## config.mk

```make
export PLATFORM = sky130hd
export DESIGN_NAME = seg7_scan_ctrl
export DESIGN_NICKNAME = d
export VERILOG_FILES = /design/src/rtl/seg7_pkg.sv /design/src/rtl/seg7_hex_decode.sv /design/src/rtl/seg7_scan_ctrl.sv
export SDC_FILE = /design/constraint.sdc
export NUM_CORES = 1
export LEC_CHECK = 0
export CAP_MARGIN = 10
export CORE_MARGIN = 1
export CORE_UTILIZATION = 55
export DETAILED_ROUTE_END_ITERATION = 7
export PLACE_DENSITY = 0.86
export REMOVE_ABC_BUFFERS = 1
export SYNTH_ARGS = -nofsm -noshare
export SYNTH_HDL_FRONTEND = slang
export SYNTH_SLANG_ARGS = --single-unit
export TNS_END_PERCENT = 30
```

## constraint.sdc

```tcl
create_clock -name clk -period 5.9 [get_ports clk]
set_input_delay 0.885 -clock clk [delete_from_list [all_inputs] [get_ports clk]]
set_output_delay 0.885 -clock clk [all_outputs]
set_load 0.02 [all_outputs]
```

## src/rtl/seg7_pkg.sv

```systemverilog
// Shared seven-segment definitions: slot phase, hex glyph table, blank pattern.
// Segment order is {g,f,e,d,c,b,a}, active-low.
package seg7_pkg;

   typedef enum logic {BLANK, ON} phase_t;

   localparam logic [6:0] SEG_OFF = 7'h7F;

   localparam logic [6:0] HEX_SEG [16] = '{
      7'h40, 7'h79, 7'h24, 7'h30, 7'h19, 7'h12, 7'h02, 7'h78,
      7'h00, 7'h10, 7'h08, 7'h03, 7'h46, 7'h21, 7'h06, 7'h0E
   };

endpackage

```

## src/rtl/seg7_hex_decode.sv

```systemverilog
// Hex nibble to active-low seven-segment pattern, pure combinational lookup.
module seg7_hex_decode
   import seg7_pkg::*;
(
   input  logic [3:0] nibble,
   output logic [6:0] seg
);

   assign seg = HEX_SEG[nibble];

endmodule

```

## src/rtl/seg7_scan_ctrl.sv

```systemverilog
// Multiplexed scan controller for common-anode seven-segment digits with
// frame-synchronous shadow/active data. Define SEG7_DIM_EN for 16-step PWM dimming.
module seg7_scan_ctrl
   import seg7_pkg::*;
#(
   parameter int NUM_DIGITS   = 8,
   parameter int DIGIT_CYCLES = 10000,
   parameter int BLANK_CYCLES = 100
) (
   input  logic                    clk,
   input  logic                    reset,
   input  logic                    load,
   input  logic [4*NUM_DIGITS-1:0] digits_i,
   input  logic [NUM_DIGITS-1:0]   dig_en_i,
   input  logic [NUM_DIGITS-1:0]   dp_i,
`ifdef SEG7_DIM_EN
   input  logic [3:0]              brightness,
`endif
   output logic                    pending,
   output logic                    frame_start,
   output logic [NUM_DIGITS-1:0]   an,
   output logic [6:0]              seg,
   output logic                    dp
);

   // Counter is at least 4 bits so the PWM compare always has slot_cnt[3:0].
   localparam int CW = ($clog2(DIGIT_CYCLES) > 4) ? $clog2(DIGIT_CYCLES) : 4;
   localparam int IW = (NUM_DIGITS > 1) ? $clog2(NUM_DIGITS) : 1;
   localparam logic [CW-1:0] CNT_LAST  = CW'(DIGIT_CYCLES - 1);
   localparam logic [CW-1:0] BLANK_END = CW'(BLANK_CYCLES);
   localparam logic [IW-1:0] IDX_LAST  = IW'(NUM_DIGITS - 1);

   logic [CW-1:0]           slot_cnt;
   logic [IW-1:0]           idx;
   logic [4*NUM_DIGITS-1:0] act_digits, sh_digits, nxt_digits;
   logic [NUM_DIGITS-1:0]   act_en, sh_en, nxt_en;
   logic [NUM_DIGITS-1:0]   act_dp, sh_dp, nxt_dp;
   logic                    commit;
   phase_t                  phase;
   logic                    lit;
   logic [6:0]              seg_dec;
   logic [NUM_DIGITS-1:0]   an_nxt;
   logic [6:0]              seg_nxt;
   logic                    dp_nxt;

   assign commit = (slot_cnt == '0) && (idx == '0);
   assign phase  = (slot_cnt < BLANK_END) ? BLANK : ON;

   // Display path reads the post-commit data so a frame never mixes old and new.
   always_comb begin
      nxt_digits = act_digits;
      nxt_en     = act_en;
      nxt_dp     = act_dp;
      if (commit) begin
         if (load) begin
            nxt_digits = digits_i;
            nxt_en     = dig_en_i;
            nxt_dp     = dp_i;
         end else if (pending) begin
            nxt_digits = sh_digits;
            nxt_en     = sh_en;
            nxt_dp     = sh_dp;
         end
      end
   end

   seg7_hex_decode u_dec (
      .nibble (nxt_digits[4*idx +: 4]),
      .seg    (seg_dec)
   );

   always_comb begin
      lit = (phase == ON) && nxt_en[idx];
`ifdef SEG7_DIM_EN
      lit = lit && (slot_cnt[3:0] < brightness);
`endif
      an_nxt  = '1;
      seg_nxt = SEG_OFF;
      dp_nxt  = 1'b1;
      if (lit) begin
         an_nxt  = ~(NUM_DIGITS'(1) << idx);
         seg_nxt = seg_dec;
         dp_nxt  = ~nxt_dp[idx];
      end
   end

   always_ff @(posedge clk) begin
      if (reset) begin
         slot_cnt    <= '0;
         idx         <= '0;
         act_digits  <= '0;
         act_en      <= '0;
         act_dp      <= '0;
         sh_digits   <= '0;
         sh_en       <= '0;
         sh_dp       <= '0;
         pending     <= 1'b0;
         frame_start <= 1'b0;
         an          <= '1;
         seg         <= SEG_OFF;
         dp          <= 1'b1;
      end else begin
         if (slot_cnt == CNT_LAST) begin
            slot_cnt <= '0;
            idx      <= (idx == IDX_LAST) ? '0 : idx + 1'b1;
         end else begin
            slot_cnt <= slot_cnt + 1'b1;
         end
         act_digits <= nxt_digits;
         act_en     <= nxt_en;
         act_dp     <= nxt_dp;
         if (load) begin
            sh_digits <= digits_i;
            sh_en     <= dig_en_i;
            sh_dp     <= dp_i;
         end
         if (commit)
            pending <= 1'b0;
         else if (load)
            pending <= 1'b1;
         frame_start <= commit;
         an          <= an_nxt;
         seg         <= seg_nxt;
         dp          <= dp_nxt;
      end
   end

endmodule

```

==> Word level (Yosys, flattened, before mapping) <==
Memories as Yosys holds them, arrays and structs flattened. A register that Yosys moved wholly into a read port is not among the register bits.
Index checks and enable logic that the tools add are counted.
{ "op_classes": {"n_addsub": 2, "magnitude_cmp": 2, "eq_ne": 2, "n_shift": 2, "muxes": 15, "bitwise": 4, "reduce_logical": 7} }
{ "op_table": {"columns": ["cell", "n"], "rows": [
  ["32-bit two-way mux", 3],
  ["8-bit two-way mux", 6],
  ["32-bit by 6-bit indexed part select with 4-bit output", 1],
  ["14-bit by 1-bit adder with 14-bit output, second input constant", 1],
  ["14-bit == test, second input constant", 1],
  ["14-bit logical NOT", 1],
  ["14-bit by 7-bit < comparator with 1-bit output, second input constant", 1],
  ["8-bit inverter", 1],
  ["1-bit by 3-bit left shift with 8-bit output, first input constant", 1],
  ["1-bit binary-select mux with 3-bit select", 2],
  ["2-bit OR reduction", 3],
  ["4-bit inverter with 5-bit output", 1],
  ["3-bit by 4-bit < comparator with 1-bit output, second input constant", 1],
  ["3-bit by 1-bit adder with 3-bit output, second input constant", 1],
  ["3-bit == test, second input constant", 1],
  ["3-bit logical NOT", 1],
  ["1-bit two-way mux", 3],
  ["3-bit two-way mux", 1],
  ["1-bit logical AND", 2],
  ["1-bit inverter", 2]
]} }
{ "word_totals": {"ff_bits": 124, "romBits": 112, "input_bits": 51, "output_inout_bits": 18, "memories": 1} }
{ "mem_list": {"columns": ["memory", "words", "width", "read_ports", "rd_clocked_by_memory_dff", "wr", "line", "text"], "rows": [
  ["(no name shown)", 16, 7, 1, 1, 0, "seg7_hex_decode.sv:9", "assign seg = HEX_SEG[nibble];"]
]} }

==> Longest topological paths before layout <==
Gate-level depths: netlist of run 1.
{ "depth": {"depth_word": 8, "mapped_depth": 17} }

==> Modules after synthesis <==
From an unflattened synthesis of run 1, not the netlist that was laid out.
{ "hier_totals": {"cells_unflattened": 576, "area_unflattened_um2": 5556.6} }
{ "modules_own_cells": {"columns": ["module", "instances", "cells_per_inst", "area_each_um2", "seq_area_each_um2"], "rows": [
  ["seg7_scan_ctrl", 1, 545, 5293.8, 2622.5],
  ["seg7_hex_decode", 1, 31, 262.8, 0.0]
]} }

==> Worst setup path after synthesis of run 1 <==
No wires, ideal clock.
{ "synth_timing": {"kind": "input port to flip-flop", "from": "in load", "to": "reg seg[0]", "setup_time_ps": 133, "arrival_time_ps": 3482, "slack_ps": 2285, "path_stages": 13, "path_buffers": 4, "path_cell_list": "buf_6 > buf_2 > buf_2 > buf_2 > mux2i_1 > mux4_2 > a221oi_2 > inv_1 > ha_1 > inv_1 > nor3_2 > o21bai_1 > o2111ai_1"} }
{ "synth_between": {"elab_chain_cells": 7, "word_cells_on_any_way": 11, "classes_between": "shift: 1; mux: 6; bitwise: 2; reduce/logical: 2"} }
{ "synth_rtl": {"columns": ["item", "line", "text"], "rows": [
  ["start: declaration", "seg7_scan_ctrl.sv:12", "input logic load,"],
  ["8-bit two-way mux", "seg7_scan_ctrl.sv:55", "if (load) begin"],
  ["8-bit two-way mux", "seg7_scan_ctrl.sv:54", "if (commit) begin"],
  ["1-bit binary-select mux with 3-bit select", "seg7_scan_ctrl.sv:73", "lit = (phase == ON) && nxt_en[idx];"],
  ["1-bit two-way mux (not written as such)", "seg7_scan_ctrl.sv:73", null],
  ["1-bit logical AND", "seg7_scan_ctrl.sv:73", null],
  ["1-bit inverter (no line)", null, null],
  ["2-bit OR reduction (no line)", null, null],
  ["end: declaration", "seg7_scan_ctrl.sv:22", "output logic [6:0] seg,"]
]} }
Parallel ways exist; a longest one is shown, timed or not. The select of a mux whose other input is x is not followed.
A chain may end at the register's enable or synchronous reset.

==> Final worst setup path of run 1 <==
{ "layout_timing": {"from": "reg idx[0]", "to": "reg seg[0]"} }
{ "layout_between": {"elab_chain_cells": 8, "word_cells_on_any_way": 11, "classes_between": "shift: 1; mux: 4; bitwise: 2; reduce/logical: 4"} }
{ "layout_rtl": {"columns": ["item", "line", "text"], "rows": [
  ["start: declaration", "seg7_scan_ctrl.sv:34", "logic [IW-1:0] idx;"],
  ["start signal: assignment", "seg7_scan_ctrl.sv:105", "idx <= (idx == IDX_LAST) ? '0 : idx + 1'b1;"],
  ["3-bit logical NOT", "seg7_scan_ctrl.sv:46", "assign commit = (slot_cnt == '0) && (idx == '0);"],
  ["1-bit logical AND", "seg7_scan_ctrl.sv:46", null],
  ["8-bit two-way mux", "seg7_scan_ctrl.sv:54", null],
  ["1-bit binary-select mux with 3-bit select", "seg7_scan_ctrl.sv:73", null],
  ["1-bit two-way mux (not written as such)", "seg7_scan_ctrl.sv:73", null],
  ["1-bit logical AND", "seg7_scan_ctrl.sv:73", null],
  ["1-bit inverter (no line)", null, null],
  ["2-bit OR reduction (no line)", null, null]
]} }
Parallel ways exist; a longest one is shown, timed or not. The select of a mux whose other input is x is not followed.

==> parameters.txt, run 1 <==
Parameter                              Value

Synthesis
  Total of flip-flops plus latches after synthesis ... roughly 130
  Most frequently used cell type in the post-synthesis netlist ... sky130_fd_sc_hd__dfxtp_1
  Share of the synthesized netlist area taken by xor and xnor gates ... under 10%
  Number of flops mapped to enable cells by yosys ... 0
  Post-Syn Instances ... approximately 640
  Commonest cells in the synthesized netlist ... sky130_fd_sc_hd__dfxtp_1 (131), sky130_fd_sc_hd__nor2_1 (118), sky130_fd_sc_hd__mux2i_1 (49)
  Number of distinct library cells after synthesis ... between 70 and 80
  Most frequently used flop master after synthesis ... sky130_fd_sc_hd__dfxtp_1
  Cell type with the highest aggregate area in the netlist ... sky130_fd_sc_hd__dfxtp_1
  Post-synth ARST share ... 0%
  Mux share of post-synthesis cell area ... approximately 12%
  Area fraction of the dominant cell type after synthesis ... 44.0%
  Complex-gate fraction of the synthesized area ... around 14%
  Share of the yosys chip area belonging to registers ... 44.0%
  Post-Synth Simple-Gate Area ... 20.1%
  Combinational family with the most area after synthesis ... simple AND/OR/NAND/NOR gates
  Warnings, synthesis ... 0
  Mean area per synthesized cell ... between 9 and 10 µm²
  Syn Std Cell Area ... 5950 µm²
  Post-Synth Adder-Cell Area ... 2.94%
  Leading post-synthesis cells by cell area ... sky130_fd_sc_hd__dfxtp_1 (44%), sky130_fd_sc_hd__mux2i_1 (8.2%), sky130_fd_sc_hd__nor2_1 (7.4%)

Floorplanning
  Top-level I/O count ... 69
  Placeable Area ... between 10000 and 15000 µm²
  Area of the die ... 11200 µm²
  Die W ... 106 µm
  Number of placement rows ... 37
  Initial core utilization ... ~57%
  Overall die height ... between 100 and 150 µm

Timing
  Final cycle utilization of the critical path ... approximately two thirds
  Endpoints failing hold ... 0
  Fmax achieved ... about 0.25 GHz
  Worst slew margin relative to its limit ... about 28%
  RSZ-0062 raised after global routing ... false
  Final setup vio count ... 0
  Max Transition Viols Final ... 0
  Slack of the critical path ... approximately 1.9 ns
  Transition time of the tightest slew-check pin ... approximately 1.1 ns
  Final critical path time including I/O delays and setup ... 3.99 ns
  Final Skew ... slightly above 0.009 ns
  Setup total negative slack ... 0 ns

GRT
  Total track usage ... 27.7%
  Global-route wire length before repair ... about 24000 µm
  Number of global-route vias before repair ... a little under 5000
  Largest net degree at the start of global routing ... 59
  Antenna violations before repair ... 0
  Remaining Overflow, GRT ... 0

Clock tree
  Postcts setup bufs ... 0
  Clock tree from TritonCTS ... built
  Total clock buffers created by CTS ... 17
  Root buffer cell ... sky130_fd_sc_hd__clkbuf_8
  Register clock-pin slew on the reported worst setup and hold paths ... around 0.060 ns
  H-Tree Depth ... 4
  Maximum number of buffers from clock root to sink ... 2
  Quantity of gates resized following cts ... 0
  Hold_buf cts ... 0
  Number of clock sinks ... between 100 and 150
  Clock latency on the worst-skew pair ... about 0.54 ns

Worst setup path
  List of cells traversed by the critical path ... buf_4, inv_2, ha_1, nor4b_4, nand2_1, or4_4, o22ai_1, o21ai_0, a21o_1, nand2b_1, inv_1, ha_1, inv_1, nor3_2, o21bai_1, o2111ai_1
  Critical path peak fanout ... 20
  Data required time of the critical path ... roughly 6.3 ns
  CP Capture Type ... flip-flop
  Setup Crit Path Kind ... reg2reg
  Critical Path Max Stage Delay ... about 0.58 ns
  Slowest-stage cell, CP ... sky130_fd_sc_hd__or4_4
  Data arrival time of the critical path ... approximately 4.4 ns
  Startpoint kind of the worst setup timing path ... flip-flop

Power
  Pwr dens ... ~320 nW/µm²
  Cell Int Power ... between 0.0015 and 0.002 W
  Clock power share ... a little over two fifths
  Sequential fraction of design power ... 42.5%
  Max rail drop VDD ... around 0.00020 V
  Gate power share ... 14.9%
  Sw Pwr ... between 0.0006 and 0.0007 W
  Switching fraction of total power ... 27.6%
  Leakage power ... 2.89 nW

Detailed routing
  Routed wire per std cell ... between 15 and 20 µm
  Via-to-Cell Ratio ... 5.89
  Final antenna-violating net count ... 0
  Initial detailed-routing violation count ... between 500 and 600
  Via count ... 4985
  Post-route DRC violation count ... 0
  Number of optimization iterations in the first detailed-route pass ... 6
  Drt total wl ... roughly 14000 µm

Cells and area
  Post-layout instance area ... ~7200 µm²
  Number of nets in the finished design ... about 760
  Fraction of final layout cells with drive strength greater than 1 ... between 10% and 20%
  Fillers ... between 700 and 800
  Area added between synthesis and finish ... 21.0%
  Count of inserted antenna diode cells ... 0
  Post-Route Utilization ... between 60% and 70%

Placed design
  Placement Setup Slack ... just over 2 ns
  Half-perimeter wire length after detailed placement ... slightly below 10000 µm
  RePlAce Congestion ... 0.925
  Area post-placement ... between 6000 and 7000 µm²
  Number of port buffers ... 68

Run status
  Run status ... complete, no violations

Worst hold path
  Type of the worst min-delay path ... reg2reg

Run
  Max_cap viols ... 0
through the flow:
stage	hold slack, ns	std cells	power [W]
3_3_place_gp	0.440	815	0.00130
3_5_place_dp	0.454	815	0.00132
6_report	0.461	847	0.00228
4_1_cts	0.467	847	0.00228
5_1_grt	0.517	847	0.00236
2_1_floorplan	0.426	603	0.00119
placed cells by master (no fill, tap or decap), types with 14 or more instances in the layout:
cell / synthesis / final
sky130_fd_sc_hd__ha_1: 14 / 14
sky130_fd_sc_hd__clkdlybuf4s50_1: 0 / 66
sky130_fd_sc_hd__a21oi_1: 25 / 25
sky130_fd_sc_hd__clkbuf_16: 0 / 16
sky130_fd_sc_hd__nand2_1: 37 / 37
sky130_fd_sc_hd__inv_1: 21 / 21
sky130_fd_sc_hd__mux2i_1: 49 / 49
sky130_fd_sc_hd__nor2b_1: 15 / 15
sky130_fd_sc_hd__nor3_1: 15 / 15
sky130_fd_sc_hd__dfxtp_1: 131 / 131
sky130_fd_sc_hd__a211oi_1: 19 / 19
sky130_fd_sc_hd__nor2_1: 118 / 118
cell families after synthesis:
family / Yosys count
AND/OR/NAND/NOR: 245
flip-flops: 131
AO/OA/AOI/OAI: 114
multiplexers: 64
buffers and inverters: 63
adder cells (fa/ha/maj): 14
XOR/XNOR: 12
metal layers:
layer  GRT usage, %  routed length [µm]
met1           33.5                5820
met2           45.8                7030
met3           7.73                1240
met4           13.0                 406
met5              0                   0
worst paths after layout:
check | cells after the start | startpoint | slack [ns] | to
setup reg to reg | 16 | idx[0] | 1.91 | seg[0]
hold reg to reg | 1 | slot_cnt[0] | 0.46 | slot_cnt[0]
setup / recovery | 16 | idx[0] | 1.91 | seg[0]
hold / removal | 1 | slot_cnt[0] | 0.46 | slot_cnt[0]
state kept, by name (all words and copies together), names as in the netlist:
register     cells
dp               1
act_digits      32
sh_en            8
sh_digits       32
seg              7
slot_cnt        14
idx              3
act_en           8
act_dp           8
an               8
pending          1
frame_start      1
sh_dp            8
power by group through the flow:
stage | Combinational, W | Clock (W) | Sequential [W]
floorplan | 0.000216 | 0 | 0.000979
global placement | 0.000321 | 0 | 0.000982
detailed placement | 0.000330 | 0 | 0.000985
CTS | 0.000335 | 0.000979 | 0.000967
global route | 0.000373 | 0.00102 | 0.000973
finish | 0.000339 | 0.000972 | 0.000967
final cells by class:
| class | count | area, µm² | share of cell area, % |
|---|---|---|---|
| timing repair buffer | 76 | 731 | 10.1 |
| sequential | 131 | 2620 | 36.4 |
| tap | 136 | 170 | 2.36 |
| clock buffer | 18 | 418 | 5.80 |
| multi-input combinational | 449 | 3050 | 42.3 |
| inverter | 23 | 86.3 | 1.20 |
| clock inverter | 14 | 133 | 1.84 |
worst max-delay path, delay by kind of cell, from the launching register on:
| kind | cells | cell delay, ns |
|---|---|---|
| and+or+nand+nor | 5 | 1.58 |
| adders and majority gates | 2 | 0.48 |
| buffers and inverters | 4 | 0.70 |
| DFF | 1 | 0.30 |
| AOI/OAI and AO/OA | 5 | 0.79 |
(Power assumes the default switching activity.)
==> run 2, diff against run 1 <==
--- a/config.mk
+++ b/config.mk
@@ -7,9 +7,9 @@
 export LEC_CHECK = 0
 export CAP_MARGIN = 10
 export CORE_MARGIN = 1
-export CORE_UTILIZATION = 55
+export CORE_UTILIZATION = 51
 export DETAILED_ROUTE_END_ITERATION = 7
-export PLACE_DENSITY = 0.86
+export PLACE_DENSITY = 0.84
 export REMOVE_ABC_BUFFERS = 1
 export SYNTH_ARGS = -nofsm -noshare
 export SYNTH_HDL_FRONTEND = slang
==> constraint.sdc (replaced) <==
create_clock -name clk -period 3.64 [get_ports clk]
set_input_delay 0.546 -clock clk [delete_from_list [all_inputs] [get_ports clk]]
set_output_delay 0.546 -clock clk [all_outputs]
set_load 0.02 [all_outputs]
==> run 2 against run 1 <==
Cell count up 2.7%. Non-clock buffer count up 16. Sequential share of layout area down 1.2 points. Final area up 3.3%. Count of clock-buffer cells in the layout down 1. Wire length up 4.6%. Worst setup slack worse by 1.7 ns. Sequential cell count unchanged. Register-to-register slack worse by 1.7 ns. Via count up 3.8%. Maximum frequency up 16%. Critical path type unchanged. Largest power group unchanged. Highest routed layer unchanged.
==> parameters.txt, run 2 (synthesis results as in run 1) <==
Parameter                              Value

Timing
  Final Skew ... 0.00547 ns (-0.00359 ns)
  Worst slew margin relative to its limit ... 48.9% (+21 points)
  Final cycle utilization of the critical path ... 94.5% (+27 points)
  Final setup vio count ... 0 (unchanged)
  Fmax achieved ... 0.291 GHz (+16%)
  Max Transition Viols Final ... 0 (unchanged)
  Endpoints failing hold ... 0 (unchanged)
  Slack of the critical path ... 0.199 ns (-1.71 ns)
  Final critical path time including I/O delays and setup ... 3.44 ns (-0.548 ns)
  Transition time of the tightest slew-check pin ... 0.766 ns (-0.315 ns)

Power
  Pwr dens ... 524 nW/µm² (+66%)
  Leakage power ... 3.02 nW (+4.6%)
  Sw Pwr ... 0.00103 W (+64%)
  Switching fraction of total power ... 26.4% (-1.1 points)
  Max rail drop VDD ... 0.000290 V (+45%)
  Clock power share ... 44.8% (+2.1 points)
  Sequential fraction of design power ... 40.1% (-2.4 points)
  Cell Int Power ... 0.00287 W (+74%)
  Gate power share ... 15.1% (+0.2 points)

Floorplanning
  Area of the die ... 12100 µm² (+7.7%)
  Number of placement rows ... 39 (+5.4%)
  Die W ... 110 µm (+3.8%)
  Overall die height ... 110 µm (+3.8%)
  Initial core utilization ... 52.1% (-5.0 points)
  Placeable Area ... 11400 µm² (+9.6%)
  Top-level I/O count ... 69 (unchanged)

GRT
  Remaining Overflow, GRT ... 0 (unchanged)
  Global routing met1 resource utilization ... 32.0% (-1.5 points)
  Largest net degree at the start of global routing ... 76 (+29%)
  Global-route wire length before repair ... 24100 µm (about the same)
  GR Layer Usage met2 ... 43.5% (-2.3 points)
  Busiest layer in global routing ... met2
  Antenna violations before repair ... 0 (unchanged)
  Met3 Resource Use GR ... 5.47% (-2.3 points)
  Number of global-route vias before repair ... 4956 (-0.32%)
  Total track usage ... 26.3% (-1.4 points)

Worst setup path
  Setup Crit Path Kind ... reg2reg
  Data arrival time of the critical path ... 3.72 ns (-0.67 ns)
  Slowest-stage cell, CP ... sky130_fd_sc_hd__or4_4
  List of cells traversed by the critical path ... or4_4, nor4_4, buf_4, nand2_1, a21oi_1, a22oi_1, o221ai_1, nand2b_2, inv_1, ha_1, inv_1, nor3_2, o21bai_1, o2111ai_1
  Critical path peak fanout ... 9 (-55%)
  Critical Path Max Stage Delay ... 0.60 ns (+0.02 ns)
  Worst path buffer plus inverter count ... 3 (-1)
  Family of cells with the greatest summed delay on the critical path ... simple AND/OR/NAND/NOR gates
  Most prevalent standard cell on the critical path ... sky130_fd_sc_hd__inv_1
  Startpoint kind of the worst setup timing path ... flip-flop
  Data required time of the critical path ... 3.92 ns (-2.39 ns)
  CP Capture Type ... flip-flop

Clock tree
  H-Tree Depth ... 4 (unchanged)
  Register clock-pin slew on the reported worst setup and hold paths ... 0.06 ns (about the same)
  Number of clock sinks ... 131 (unchanged)
  Total clock buffers created by CTS ... 17 (unchanged)
  Postcts setup bufs ... 0 (unchanged)
  Root buffer cell ... sky130_fd_sc_hd__clkbuf_16
  Maximum number of buffers from clock root to sink ... 2 (unchanged)
  Clock tree from TritonCTS ... built
  Hold_buf cts ... 0 (unchanged)
  Quantity of gates resized following cts ... 0 (unchanged)
  Clock latency on the worst-skew pair ... 0.42 ns (-0.12 ns)

Detailed routing
  Routed wire per std cell ... 17.4 µm (+1.8%)
  Final antenna-violating net count ... 0 (unchanged)
  Drt total wl ... 15200 µm (+4.6%)
  Number of optimization iterations in the first detailed-route pass ... 5 (-1)
  Post-route DRC violation count ... 0 (unchanged)
  Via-to-Cell Ratio ... 5.95 (+1.1%)
  Initial detailed-routing violation count ... 424 (-16%)
  Via count ... 5176 (+3.8%)

Cells and area
  Commonest non-fill, non-tap cell in the layout ... sky130_fd_sc_hd__dfxtp_1
  Fraction of final layout cells with drive strength greater than 1 ... 14.9% (+2.9 points)
  Highest-count cells in the layout ignoring fill and taps ... sky130_fd_sc_hd__dfxtp_1 (131), sky130_fd_sc_hd__nor2_1 (118), sky130_fd_sc_hd__clkdlybuf4s50_1 (66)
  Number of nets in the finished design ... 779 (+2.1%)
  Count of inserted antenna diode cells ... 0 (unchanged)
  Area added between synthesis and finish ... 25.0%
  Registers with the most flip-flops ... act_digits x32, sh_digits x32, slot_cnt x14
  Post-layout instance area ... 7440 µm² (+3.3%)

Placed design
  Number of port buffers ... 68 (unchanged)
  RePlAce Congestion ... 0.915 (-1.1%)
  Placement Setup Slack ... 0.117 ns (-1.91 ns)
  Half-perimeter wire length after detailed placement ... 10500 µm (+6.6%)
  Area post-placement ... 6800 µm² (+2.1%)

Run status
  Run status ... complete, no violations

Worst hold path
  Type of the worst min-delay path ... reg2reg

Run
  Max_cap viols ... 0 (unchanged)
## run 2: final timing paths
check        slack, ns  cells past startpoint           to         start
max               0.20                     14       seg[0]  slot_cnt[10]
min               0.46                      1  slot_cnt[0]   slot_cnt[0]
min reg2reg       0.46                      1  slot_cnt[0]   slot_cnt[0]
max reg2reg       0.20                     14       seg[0]  slot_cnt[10]
## run 2: power groups by stage
stage	Clock (W)	Combinational [W]	Sequential [W]
6_report	0.00175	0.000588	0.00156
5_1_grt	0.00183	0.000640	0.00157
4_1_cts	0.00176	0.000577	0.00156
3_5_place_dp	0	0.000572	0.00159
3_3_place_gp	0	0.000549	0.00159
2_1_floorplan	0	0.000350	0.00159
## run 2: area by class of cell
cell class	instances	area [µm²]
fill	908	3980
multi-input combinational	449	3080
sequential	131	2620
timing repair buffer	92	863
clock buffer	17	425
clock inverter	15	183
tap	143	179
inverter	23	86.3
## run 2: worst reg2reg max path, cell delays in order (launching register included)
cell                        delay, ns
sky130_fd_sc_hd__dfxtp_1         0.35
sky130_fd_sc_hd__or4_4           0.60
sky130_fd_sc_hd__nor4_4          0.33
sky130_fd_sc_hd__buf_4           0.25
sky130_fd_sc_hd__nand2_1         0.10
sky130_fd_sc_hd__a21oi_1         0.25
sky130_fd_sc_hd__a22oi_1         0.11
sky130_fd_sc_hd__o221ai_1        0.27
sky130_fd_sc_hd__nand2b_2        0.25
sky130_fd_sc_hd__inv_1           0.10
sky130_fd_sc_hd__ha_1            0.20
sky130_fd_sc_hd__inv_1           0.11
sky130_fd_sc_hd__nor3_2          0.08
sky130_fd_sc_hd__o21bai_1        0.17
sky130_fd_sc_hd__o2111ai_1       0.14
## run 2: per-stage QoR
stage | TNS [ns] | util [%] | hold WS [ns] | cells | total power [W]
floorplan | -2.58 | - | 0.426 | 603 | 0.00194
global placement | 0 | 59.5 | 0.439 | 838 | 0.00214
detailed placement | 0 | 59.5 | 0.460 | 838 | 0.00216
CTS | 0 | 64.8 | 0.472 | 870 | 0.00390
global route | -0.00467 | 65.2 | 0.483 | 870 | 0.00404
finish | 0 | 65.2 | 0.464 | 870 | 0.00390
## run 2: metal layers
metal | vias up | wire length, µm
li1 | 2414 | -
met1 | 2456 | 6240
met2 | 262 | 7310
met3 | 44 | 1110
met4 | 0 | 509
met5 | - | 0
